[src/rtl/sum_accumulator.sv]
// Sequential front/back-end for the external 32-bit carry-lookahead adder: streams N operands
// through the adder against a running total. Optional macro SUM_SATURATE_EN clamps the total on overflow.
module sum_accumulator #(
  parameter int unsigned CNT_W    = 8,
  parameter logic [31:0] INIT_VAL = 32'h0000_0000
) (
  input  logic             clk,
  input  logic             rst_n,
  input  logic             start,
  input  logic [CNT_W-1:0] count,
  input  logic             in_valid,
  output logic             in_ready,
  input  logic [31:0]      in_data,
  output logic [31:0]      add_a,
  output logic [31:0]      add_b,
  output logic             add_c_in,
  input  logic [31:0]      add_s,
  input  logic             add_g,
  input  logic             add_p,
  output logic [31:0]      result,
  output logic             carry,
  output logic             result_valid,
  input  logic             result_ready,
  output logic             busy
);

  typedef enum logic [1:0] {
    IDLE  = 2'd0,
    ACCUM = 2'd1,
    DONE  = 2'd2
  } state_t;

  state_t           state, state_nxt;
  logic [31:0]      acc, acc_nxt;
  logic [CNT_W-1:0] remaining, remaining_nxt;
  logic             carry_q, carry_nxt;
  logic             cout;
  logic [31:0]      beat_sum;

  // The adder is combinational and outside this block: feed it the total and the live operand.
  assign add_a    = acc;
  assign add_b    = in_data;
  assign add_c_in = 1'b0;
  assign cout     = add_g | (add_p & add_c_in);

`ifdef SUM_SATURATE_EN
  // Once any beat has overflowed, the total stays pinned at all-ones for the rest of the run.
  assign beat_sum = (cout || carry_q) ? 32'hFFFF_FFFF : add_s;
`else
  assign beat_sum = add_s;
`endif

  assign result = acc;
  assign carry  = carry_q;

  // NOTE: sequential state uses non-blocking assignments so every register samples pre-edge values.
  always_ff @(posedge clk or negedge rst_n) begin
    if (!rst_n) begin
      state     <= IDLE;
      acc       <= INIT_VAL;
      remaining <= '0;
      carry_q   <= 1'b0;
    end else begin
      state     <= state_nxt;
      acc       <= acc_nxt;
      remaining <= remaining_nxt;
      carry_q   <= carry_nxt;
    end
  end

  // NOTE: every output of this block gets a default first, so no path can infer a latch.
  always_comb begin
    state_nxt     = state;
    acc_nxt       = acc;
    remaining_nxt = remaining;
    carry_nxt     = carry_q;
    in_ready      = 1'b0;
    result_valid  = 1'b0;
    busy          = 1'b0;
    case (state)
      IDLE: begin
        if (start) begin
          acc_nxt       = INIT_VAL;
          carry_nxt     = 1'b0;
          remaining_nxt = count;
          state_nxt     = (count == '0) ? DONE : ACCUM;
        end
      end
      ACCUM: begin
        in_ready = 1'b1;
        busy     = 1'b1;
        if (in_valid) begin
          acc_nxt       = beat_sum;
          carry_nxt     = carry_q | cout;
          remaining_nxt = remaining - 1'b1;
          if (remaining == CNT_W'(1)) state_nxt = DONE;
        end
      end
      DONE: begin
        result_valid = 1'b1;
        busy         = 1'b1;
        if (result_ready) state_nxt = IDLE;
      end
      default: state_nxt = IDLE;
    endcase
  end

endmodule

[config.mk]
export PLATFORM = sky130hd
export DESIGN_NAME = sum_accumulator
export DESIGN_NICKNAME = d
export VERILOG_FILES = /design/src/rtl/sum_accumulator.sv
export SDC_FILE = /design/constraint.sdc
export NUM_CORES = 1
export LEC_CHECK = 0
export BUFFER_PORTS_ARGS = -buffer_cell sky130_fd_sc_hd__buf_2
export CAP_MARGIN = 0
export CORE_ASPECT_RATIO = 1.4
export CORE_UTILIZATION = 40
export DETAILED_ROUTE_END_ITERATION = 7
export GPL_TIMING_DRIVEN = 0
export PLACE_DENSITY = 0.8
export SLEW_MARGIN = 20
export SYNTH_ARGS = -nofsm -noshare
export SYNTH_HDL_FRONTEND = slang
export SYNTH_SLANG_ARGS = --single-unit
[constraint.sdc]
create_clock -name clk -period 2.25 [get_ports clk]
set_clock_uncertainty 0.1 [all_clocks]
set_input_delay 0.45 -clock clk [delete_from_list [all_inputs] [get_ports clk]]
set_output_delay 0.45 -clock clk [all_outputs]
set_load 0.1 [all_outputs]
==> results.sh <==
export IMPL_outcome="complete, no violations"
export IMPL_synth_area_leaders="dfrtp_1, buf_4, a22o_1"
export IMPL_drtPass1Iterations=4
export IMPL_clk_latency_ns=0.29
export IMPL_hold_buffers=0
export IMPL_path_class="reg2out"
export IMPL_grt_pass1_vias=1974
export IMPL_port_buffers=145
export IMPL_period_minus_slack_ns=2.06
export IMPL_grt_ovfl_total=0
export IMPL_drt_iter0_drc=76
export IMPL_synth_top_cell_area_share_pct=45.2
export IMPL_n_antenna_cell=0
export IMPL_gp_congestion=0.807
export IMPL_drc=0
export IMPL_hold_violations=0
export IMPL_cp_end_kind="output port"
export IMPL_pin_count=180
export IMPL_wl_per_cell_microns=12.9
export IMPL_min_path_type="in2async"
export IMPL_reg2reg_slack_ns=0.24
export IMPL_start_util_pct=42.5
export IMPL_drt_vias_per_instance=4.76
export IMPL_cts_buffer_depth=2
export IMPL_slew_viol_final=0
export IMPL_cts_clk_slew_worst_paths_ns=0.09
export IMPL_required_ns=1.70
export IMPL_syn_nets=308
export IMPL_cp_buffers_inverters=2
export IMPL_syn_to_final_growth_pct=37.7
export IMPL_fill_cells=502
export IMPL_grt_pass1_wl_microns=8760
export IMPL_dp_hpwl_microns=4540
export IMPL_instances_no_fill=445
export IMPL_syn_area_per_cell_sq_um=10.6
export IMPL_dp_cells=437
export IMPL_worstMarginPinSlew_ns=0.958
export IMPL_fin_setup_tns_ns=0
export IMPL_detail_route_antenna_nets=0
export IMPL_path_max_fanout=6
export IMPL_ctsRootBufferMaster="clkbuf_8"
export IMPL_dieArea_sq_um=6270
export IMPL_cts_tree="done"
export IMPL_rows=32
export IMPL_die_w_microns=67.2
export IMPL_cts_made_buffers=5
export IMPL_routed_wl_microns=5760
export IMPL_grt_max_degree=44
export IMPL_ys_seq_area_share_pct=45.2
export IMPL_core_area_sq_um=5610
export IMPL_relSlewSlack_pct=36.1
export IMPL_max_freq_ghz=0.486
export IMPL_path_cells="inv_1 -> ha_2 -> buf_2"
export IMPL_setup_viol=0
export IMPL_post_cts_resized=0
export IMPL_synthCells=224
export IMPL_layout_nets=460
export IMPL_num_vias=2117
export IMPL_maxCapViolations=0
export IMPL_cp_arrival_ns=1.51
export IMPL_rsz0062_at_grt="no"
export IMPL_track_usage_pct=18.2
export IMPL_cp_start_kind="flip-flop"
export IMPL_synthesis_area_sq_um=2380
export IMPL_dieHeight_microns=93.3
export IMPL_crit_path_top_delay_cell="buf_2"
export IMPL_synth_top_cell_by_area="dfrtp_1"
export IMPL_grt_antenna_before_repair=0
export IMPL_cp_top_family="buffers and inverters"
export IMPL_yosys_warnings=0
export IMPL_cts_sinks=43
export IMPL_drive_gt1_share_pct=60.7
export IMPL_ys_seq_elements=43
export IMPL_synth_distinct_cells=33
export IMPL_period_share_pct=91.5
export IMPL_post_cts_buffers=0
export IMPL_cpPeakStageDelay_ns=0.46
export IMPL_htree_levels=2
synth_stat cells, drive strengths merged:
| library cell | count |
|---|---|
| a21oi | 9 |
| buf | 74 |
| nand4 | 1 |
| o31ai | 1 |
| nor3 | 3 |
| a22o | 32 |
| nor4 | 4 |
| nand2 | 7 |
| o211a | 1 |
| nand2b | 3 |
| a2bb2oi | 3 |
| clkbuf | 1 |
| conb | 1 |
| o21ai | 5 |
| and3b | 1 |
| o211ai | 2 |
| nand3 | 6 |
| ha | 5 |
| dfrtp | 43 |
| and3 | 2 |
| mux2i | 3 |
| or3 | 2 |
| o32a | 1 |
| inv | 6 |
| nor2 | 3 |
| o22ai | 1 |
| nor3b | 1 |
| a31oi | 1 |
| or3b | 1 |
| nand3b | 1 |
per-layer routing:
layer / GRT usage, % / routed length [microns] / vias up
li1: - / - / 1033
met4: 6.38 / 48 / 0
met3: 3.90 / 418 / 4
met1: 20.9 / 2230 / 970
met2: 32.4 / 3060 / 110
met5: 0 / 0 / -
logic make-up after synthesis:
| family | synth area share (%) |
|---|---|
| buffers and inverters | 24.0 |
| flip-flops | 45.2 |
| AO/OA/AOI/OAI | 18.7 |
| adder cells (fa/ha/maj) | 2.63 |
| multiplexers | 1.26 |
| other | 0.158 |
| AND/OR/NAND/NOR | 7.99 |
registers in the layout (all words and copies together) (netlist names):
name and cells:
carry 1, state 2, add_a 32, remaining 8
cell type report:
type / instances / area [sq um] / share of cell area [%]
Sequential cell: 43 / 1080 / 32.8
Multi-Input combinational cell: 100 / 734 / 22.4
Timing Repair Buffer: 145 / 726 / 22.1
Buffer: 75 / 549 / 16.8
Tap cell: 68 / 85.1 / 2.60
Clock buffer: 6 / 72.6 / 2.21
Inverter: 6 / 22.5 / 0.687
Clock inverter: 2 / 12.5 / 0.382
per-stage QoR:
step	util (%)	setup slack [ns]	hold slack (ns)	area [sq um]
floorplan	-	0.267	0.0544	2380
global placement	57.0	0.300	0.409	3190
detailed placement	57.0	0.242	0.415	3190
CTS	58.5	0.182	0.236	3280
global route	58.5	0.122	0.260	3280
finish	58.5	0.191	0.208	3280
worst register-to-register path, stage by stage (launching register included):
cell and delay [ns]:
dfrtp_1 0.41, inv_1 0.09, ha_1 0.32, nand2b_1 0.20
and3_1 0.24, buf_2 0.19, buf_6 0.16, a22o_1 0.18
path summary, 6_finish.rpt:
kind	from	endpoint	cells after the start
setup reg to reg	state[1]	add_a[27]	7
min in group clk	add_s[3]	add_a[3]	2
hold reg to reg	add_a[5]	add_a[5]	1
max in group asynchronous	rst_n	add_a[21]	1
hold / removal	rst_n	add_a[18]	1
setup / recovery	state[1]	in_ready	3
cell usage in the layout, fill, tap and decap left out, types with 2 or more instances in the layout:
master,count
buf_2,152
buf_4,65
nand2_1,7
buf_6,2
clkbuf_1,2
and3_1,2
nor4_1,4
ha_1,4
or3_1,2
nand3_1,6
mux2i_1,3
a2bb2oi_1,3
inv_1,6
a21oi_1,9
nor2_1,3
dfrtp_1,43
o21ai_1,5
nor3_1,3
clkbuf_8,5
a22o_1,32
nand2b_1,3
Power is not shown: default switching activity piles up to over one toggle a cycle in this logic, so the estimate is an artifact.
